**src/rtl/quad_decoder_multi_if.sv**
```systemverilog
// Purpose : bundle of the per-channel encoder pins, controls and decoded outputs for quad_decoder_multi.
// Latency : none (wires only).
// Backpressure: none; all signals are free-running levels or one-cycle pulses.
// Ports   : enc_in  {b1,b0} pairs per channel, pos_clr / err_clr per channel (master drives),
//           pos_out packed POS_W per channel, step_cw / step_ccw pulses, err sticky flags (slave drives).
interface quad_decoder_multi_if #(
    parameter int CHANNELS = 2,
    parameter int POS_W    = 8
);
    logic [2*CHANNELS-1:0]     enc_in;
    logic [CHANNELS-1:0]       pos_clr;
    logic [CHANNELS-1:0]       err_clr;
    logic [CHANNELS*POS_W-1:0] pos_out;
    logic [CHANNELS-1:0]       step_cw;
    logic [CHANNELS-1:0]       step_ccw;
    logic [CHANNELS-1:0]       err;

    // Master: whatever sits on the pin side (board / bench).
    modport master (
        output enc_in, pos_clr, err_clr,
        input  pos_out, step_cw, step_ccw, err
    );

    // Slave: the decoder itself.
    modport slave (
        input  enc_in, pos_clr, err_clr,
        output pos_out, step_cw, step_ccw, err
    );
endinterface

```
**src/rtl/quad_decoder_multi.sv**
```systemverilog
// Purpose : multi-channel quadrature decoder: sync, debounce, Gray decode (x1/x4), wrap/saturate position, step pulses.
// Latency : stable raw level -> pos/step update in 2 + DEB_CYCLES + 1 clk cycles.
// Backpressure: none; pulses are single-cycle and outputs are never stalled.
// Ports   : clk, rst (async, active-high); bus (quad_decoder_multi_if.slave) carrying enc_in, pos_clr,
//           err_clr, pos_out, step_cw, step_ccw, err.
// Build option: define QDEC_ERR_EN to enable the sticky illegal-transition flag; otherwise err is tied
//           low and err_clr is ignored.
module quad_decoder_multi #(
    parameter int CHANNELS   = 2,
    parameter int POS_W      = 8,
    parameter int DEB_CYCLES = 16,
    parameter int X4_MODE    = 0,
    parameter int SATURATE   = 0
) (
    input  logic                 clk,
    input  logic                 rst,
    quad_decoder_multi_if.slave  bus
);

    // Counter only has to reach DEB_CYCLES-1: the flip happens on the DEB_CYCLES-th differing cycle.
    localparam int CNT_W = (DEB_CYCLES < 2) ? 1 : $clog2(DEB_CYCLES);
    localparam logic [CNT_W-1:0] CNT_LAST = CNT_W'(DEB_CYCLES - 1);
    localparam logic [POS_W-1:0] POS_MAX  = '1;
    localparam bit X4  = (X4_MODE != 0);
    localparam bit SAT = (SATURATE != 0);

    for (genvar ch = 0; ch < CHANNELS; ch++) begin : g_ch
        logic [1:0]            sync1;
        logic [1:0]            sync2;
        logic [1:0]            deb;
        logic [1:0]            prev;
        logic [1:0][CNT_W-1:0] deb_cnt;
        logic [POS_W-1:0]      pos;
        logic                  step_cw_q;
        logic                  step_ccw_q;

        logic [3:0] trans;
        logic       is_cw;
        logic       is_ccw;
        logic       is_ill;
        logic       cnt_cw;
        logic       cnt_ccw;

        // Transition classification on {prev, cur}. Encoding is {b1,b0}.
        always_comb begin
            trans  = {prev, deb};
            is_cw  = 1'b0;
            is_ccw = 1'b0;
            is_ill = 1'b0;
            case (trans)
                4'b0001, 4'b0111, 4'b1110, 4'b1000: is_cw  = 1'b1;
                4'b0010, 4'b1011, 4'b1101, 4'b0100: is_ccw = 1'b1;
                4'b0011, 4'b1100, 4'b0110, 4'b1001: is_ill = 1'b1;
                default: ;
            endcase
            // x1 counts only the return to the 00 detent.
            if (X4) begin
                cnt_cw  = is_cw;
                cnt_ccw = is_ccw;
            end else begin
                cnt_cw  = (trans == 4'b1000);
                cnt_ccw = (trans == 4'b0100);
            end
        end

        always_ff @(posedge clk or posedge rst) begin
            if (rst) begin
                sync1      <= '0;
                sync2      <= '0;
                deb        <= '0;
                prev       <= '0;
                deb_cnt    <= '0;
                pos        <= '0;
                step_cw_q  <= 1'b0;
                step_ccw_q <= 1'b0;
            end else begin
                sync1 <= bus.enc_in[2*ch +: 2];
                sync2 <= sync1;

                // Each bit debounces independently; any cycle of agreement restarts the count.
                for (int b = 0; b < 2; b++) begin
                    if (sync2[b] == deb[b]) begin
                        deb_cnt[b] <= '0;
                    end else if (deb_cnt[b] == CNT_LAST) begin
                        deb[b]     <= sync2[b];
                        deb_cnt[b] <= '0;
                    end else begin
                        deb_cnt[b] <= deb_cnt[b] + CNT_W'(1);
                    end
                end

                prev <= deb;

                // Pulses reflect the decoded step even when the position is held or cleared.
                step_cw_q  <= cnt_cw;
                step_ccw_q <= cnt_ccw;

                if (bus.pos_clr[ch]) begin
                    pos <= '0;
                end else if (cnt_cw) begin
                    if (!(SAT && pos == POS_MAX)) begin
                        pos <= pos + POS_W'(1);
                    end
                end else if (cnt_ccw) begin
                    if (!(SAT && pos == '0)) begin
                        pos <= pos - POS_W'(1);
                    end
                end
            end
        end

        assign bus.pos_out[ch*POS_W +: POS_W] = pos;
        assign bus.step_cw[ch]  = step_cw_q;
        assign bus.step_ccw[ch] = step_ccw_q;

`ifdef QDEC_ERR_EN
        logic err_q;

        // A fresh illegal transition beats a clear arriving in the same cycle.
        always_ff @(posedge clk or posedge rst) begin
            if (rst) begin
                err_q <= 1'b0;
            end else if (is_ill) begin
                err_q <= 1'b1;
            end else if (bus.err_clr[ch]) begin
                err_q <= 1'b0;
            end
        end

        assign bus.err[ch] = err_q;
`else
        logic unused_ill;
        assign unused_ill  = is_ill;
        assign bus.err[ch] = 1'b0;
`endif
    end

`ifndef QDEC_ERR_EN
    logic unused_err_clr;
    assign unused_err_clr = ^bus.err_clr;
`endif

endmodule
```
**src/flat_wrapper.sv**
```systemverilog
// flat-port wrapper written by rule: the top's interface ports become plain ports
module quad_decoder_multi_flat 
#(
    parameter int CHANNELS   = 2,
    parameter int POS_W      = 8,
    parameter int DEB_CYCLES = 16,
    parameter int X4_MODE    = 0,
    parameter int SATURATE   = 0
)
  (clk, rst, bus_enc_in, bus_pos_clr, bus_err_clr, bus_pos_out, bus_step_cw, bus_step_ccw, bus_err);
  quad_decoder_multi_if #(.CHANNELS(CHANNELS), .POS_W(POS_W)) bus_i ();
  input  logic clk;
  input  logic rst;
  input wire logic [$bits(bus_i.enc_in)-1:0] bus_enc_in;
  input wire logic [$bits(bus_i.pos_clr)-1:0] bus_pos_clr;
  input wire logic [$bits(bus_i.err_clr)-1:0] bus_err_clr;
  output wire logic [$bits(bus_i.pos_out)-1:0] bus_pos_out;
  output wire logic [$bits(bus_i.step_cw)-1:0] bus_step_cw;
  output wire logic [$bits(bus_i.step_ccw)-1:0] bus_step_ccw;
  output wire logic [$bits(bus_i.err)-1:0] bus_err;
  assign bus_i.enc_in = bus_enc_in;
  assign bus_i.pos_clr = bus_pos_clr;
  assign bus_i.err_clr = bus_err_clr;
  assign bus_pos_out = bus_i.pos_out;
  assign bus_step_cw = bus_i.step_cw;
  assign bus_step_ccw = bus_i.step_ccw;
  assign bus_err = bus_i.err;
  quad_decoder_multi #(.CHANNELS(CHANNELS), .POS_W(POS_W), .DEB_CYCLES(DEB_CYCLES), .X4_MODE(X4_MODE), .SATURATE(SATURATE)) u_core (.clk(clk), .rst(rst), .bus(bus_i));
endmodule
```
**config.mk**
```make
export PLATFORM = sky130hd
export DESIGN_NAME = quad_decoder_multi_flat
export DESIGN_NICKNAME = d
export VERILOG_FILES = /design/src/rtl/quad_decoder_multi_if.sv /design/src/rtl/quad_decoder_multi.sv /design/src/flat_wrapper.sv
export SDC_FILE = /design/constraint.sdc
export NUM_CORES = 1
export LEC_CHECK = 0
export CORE_MARGIN = 3
export CORE_UTILIZATION = 60
export CTS_CLUSTER_SIZE = 8
export DETAILED_ROUTE_END_ITERATION = 8
export GPL_TIMING_DRIVEN = 0
export PLACE_DENSITY = 0.86
export SYNTH_ARGS = -nofsm -noshare
export SYNTH_HDL_FRONTEND = slang
export SYNTH_SLANG_ARGS = --single-unit
```
**constraint.sdc**
```tcl
create_clock -name clk -period 4.2 [get_ports clk]
set_clock_uncertainty 0.2 [all_clocks]
set_input_delay 0.42 -clock clk [delete_from_list [all_inputs] [get_ports clk]]
set_output_delay 0.42 -clock clk [all_outputs]
set_load 0.03 [all_outputs]
```
==> results by group <==
Die
  • Starting Density: 65.3%
  • Rows: 23
  • Total core area: 4200 um2
  • DIE WIDTH: 73.6 um
  • Vert. Die Dim: 73.6 um
  • Ports: 32
  • Die area: 5420 um2

Worst setup path
  • CP arrival: 2.88 ns
  • Critical path peak fanout: 9
  • Worst setup EP type: flop
  • Required time of the critical path: 4.16 ns
  • Startpoint Class: flop
  • Crit path kind: reg2reg

Power
  • Peak supply drop: 0.000282 V
  • Total power: 872 uW
  • Pwr dens: 273 nW/um2
  • P_leak: 1.40 nW

GRT
  • Gr usage total: 21.5%
  • Initial antenna violation count: 0
  • Number of global-route vias before repair: 2032
  • Largest net degree at the start of global routing: 46
  • First-pass GRT wire length: 9.08 mm
  • GRT overflow: 0

Logic synthesis
  • Mapped Cells: 256
  • Sequential share of the synthesized area: 47.4%
  • #FFs+latches synth: 52
  • Yosys warns: 0
  • Post-Syn Area: 2740 um2
  • Synth unique cells: 52
  • Avg Cell Area, Syn: 10.7 um2

Timing
  • Final Cycle Share: 69.6%
  • Final TNS setup: 0 ns
  • Fin. max-slew vios: 0
  • Max Freq: 0.342 GHz
  • Final hold slack: 0.146 ns
  • Least-Margin Pin Slew: 0.546 ns
  • RSZ-0062 raised after global routing: no
  • Final setup violation count: 0
  • Fin worst setup slack: 1.28 ns
  • Tmin final: 2.92 ns
  • Rel. slew slack: 63.3%
  • Hold Violations, Final: 0

Final layout
  • Layout area overhead: 16.4%
  • Commonest cells after routing, fill and taps aside: dfrtp_1 (52), clkdlybuf4s50_1 (27), a21oi_1 (19)
  • NumNets Final: 320
  • Final Util: 76.0%
  • Final non-filler cell total: 343
  • Layout cell share with drive strength beyond 1: 10.2%
  • Most common cell after layout, fill and taps aside: dfrtp_1
  • # fillers: 302
  • ANT cells: 0
  • Design area: 3190 um2

Clocking
  • Worst-path clk slew: 0.09 ns
  • TritonCTS Buffers: 5
  • Hold-fix buffers, CTS: 0
  • Sink Count: 52
  • Clk root buf: clkbuf_8
  • Skew-Pair Late Insertion Delay: 0.30 ns
  • CTS tree: built
  • Cts repair resizes: 0
  • # H-tree levels: 2
  • Post-CTS setup repair buffer count: 0
  • Clock tree buffer depth: 2

Route
  • Drt drc: 0
  • Post-route ant nets: 0
  • DRT iter0 DRCs: 226
  • DR vias/cell: 5.96
  • WL/cell: 15.0 um
  • Total wire length: 5.13 mm
  • Vias post-DR: 2044
  • Initial DRT Pass Iterations: 4

Place
  • DP Wirelength: 3.70 mm
  • Placed Area: 3100 um2
  • Global placement routability congestion: 0.846
  • Place WS: 1.31 ns
  • Dpl cells: 335
  • PortBufs: 27

Hold path
  • Worst min path class: in2async

Job
  • Max Cap Violations: 0

Status
  • Status: completed
## metal layers
metal / global-route usage [%] / routed length, um
met5: 0 / 0
met4: 7.24 / 58
met3: 3.56 / 227
met2: 35.9 / 2570
met1: 28.5 / 2280
## path summary, 6_finish.rpt
path | start | to | cells after the start | slack (ns)
max | u_core.g_ch[0].deb[1] | u_core.g_ch[0].pos[5] | 6 | 1.28
min | rst | u_core.g_ch[0].pos[3] | 2 | 0.15
max reg2reg | u_core.g_ch[0].deb[1] | u_core.g_ch[0].pos[5] | 6 | 1.28
min reg2reg | u_core.g_ch[1].sync1[0] | u_core.g_ch[1].sync2[0] | 0 | 0.15
max in group asynchronous | rst | u_core.g_ch[1].sync1[1] | 3 | 3.18
min in group clk | u_core.g_ch[1].sync1[0] | u_core.g_ch[1].sync2[0] | 0 | 0.15
## power breakdown
| part | switching (mW) | internal [mW] | total (mW) |
|---|---|---|---|
| combinational | 0.0319 | 0.0254 | 0.0573 |
| sequential | 0.0120 | 0.514 | 0.526 |
| clock | 0.154 | 0.134 | 0.288 |
| total | 0.198 | 0.673 | 0.872 |
## cells by family (layout without fill, tap and decap cells)
group	Yosys count	after routing	synth area share, %
AND/OR/NAND/NOR	82	82	17.8
AO/OA/AOI/OAI	61	61	15.5
flip-flops	52	52	47.4
buffers and inverters	25	61	4.51
adder cells (fa/ha/maj)	18	18	8.76
XOR/XNOR	12	12	3.83
multiplexers	5	5	2.05
other	1	2	0.137
## cell usage after synthesis (all sizes together)
master	count	area, um2
a2111o	1	11.3
a211o	3	27.5
a211oi	1	7.51
a21o	3	22.5
a21oi	19	95.1
a311oi	2	17.5
a31oi	2	12.5
a32o	1	10.0
a41oi	1	8.76
and3	3	18.8
buf	7	56.3
clkbuf	3	11.3
conb	1	3.75
dfrtp	52	1300
fa	2	40.0
ha	16	200
inv	15	56.3
mux2	5	56.3
nand2	12	45.0
nand2b	2	12.5
nand3	10	50.1
nand3b	2	15.0
nand4b	5	43.8
nor2	10	37.5
nor2b	10	62.6
nor3	5	25.0
nor3b	4	30.0
nor4	4	25.0
nor4b	1	8.76
o211ai	3	22.5
o21a	8	60.1
o21ai	5	25.0
o21bai	1	7.51
o221ai	1	8.76
o2bb2ai	1	8.76
o311ai	4	35.0
o31a	3	27.5
o41ai	2	17.5
or2	5	33.8
or3	3	20.0
or3b	1	8.76
or4	1	7.51
or4b	4	43.8
xnor2	12	105
## registers in the layout (all words and copies together), names as in the netlist
register,flops
u_core.g_ch.pos,16
u_core.g_ch.step_cw_q,2
u_core.g_ch.sync2,4
u_core.g_ch.deb,4
u_core.g_ch.deb_cnt,16
u_core.g_ch.prev,4
u_core.g_ch.step_ccw_q,2
u_core.g_ch.sync1,4
## worst max-delay path: stages, from the launching register on
cell	delay, ns
dfrtp_1	0.43
or4b_2	0.84
ha_1	0.39
a21oi_1	0.29
a21o_1	0.19
nand2_1	0.06
o311ai_0	0.40
## final cells by class
type | instances | area, um2 | area share (%)
Multi-Input combinational cell | 180 | 1320 | 41.4
Sequential cell | 52 | 1300 | 40.7
Timing Repair Buffer | 28 | 290 | 9.09
Clock buffer | 7 | 86.3 | 2.70
Buffer | 10 | 67.6 | 2.12
Tap cell | 50 | 62.6 | 1.96
Inverter | 15 | 56.3 | 1.76
Clock inverter | 1 | 7.51 | 0.235
(Power assumes the default switching activity.)
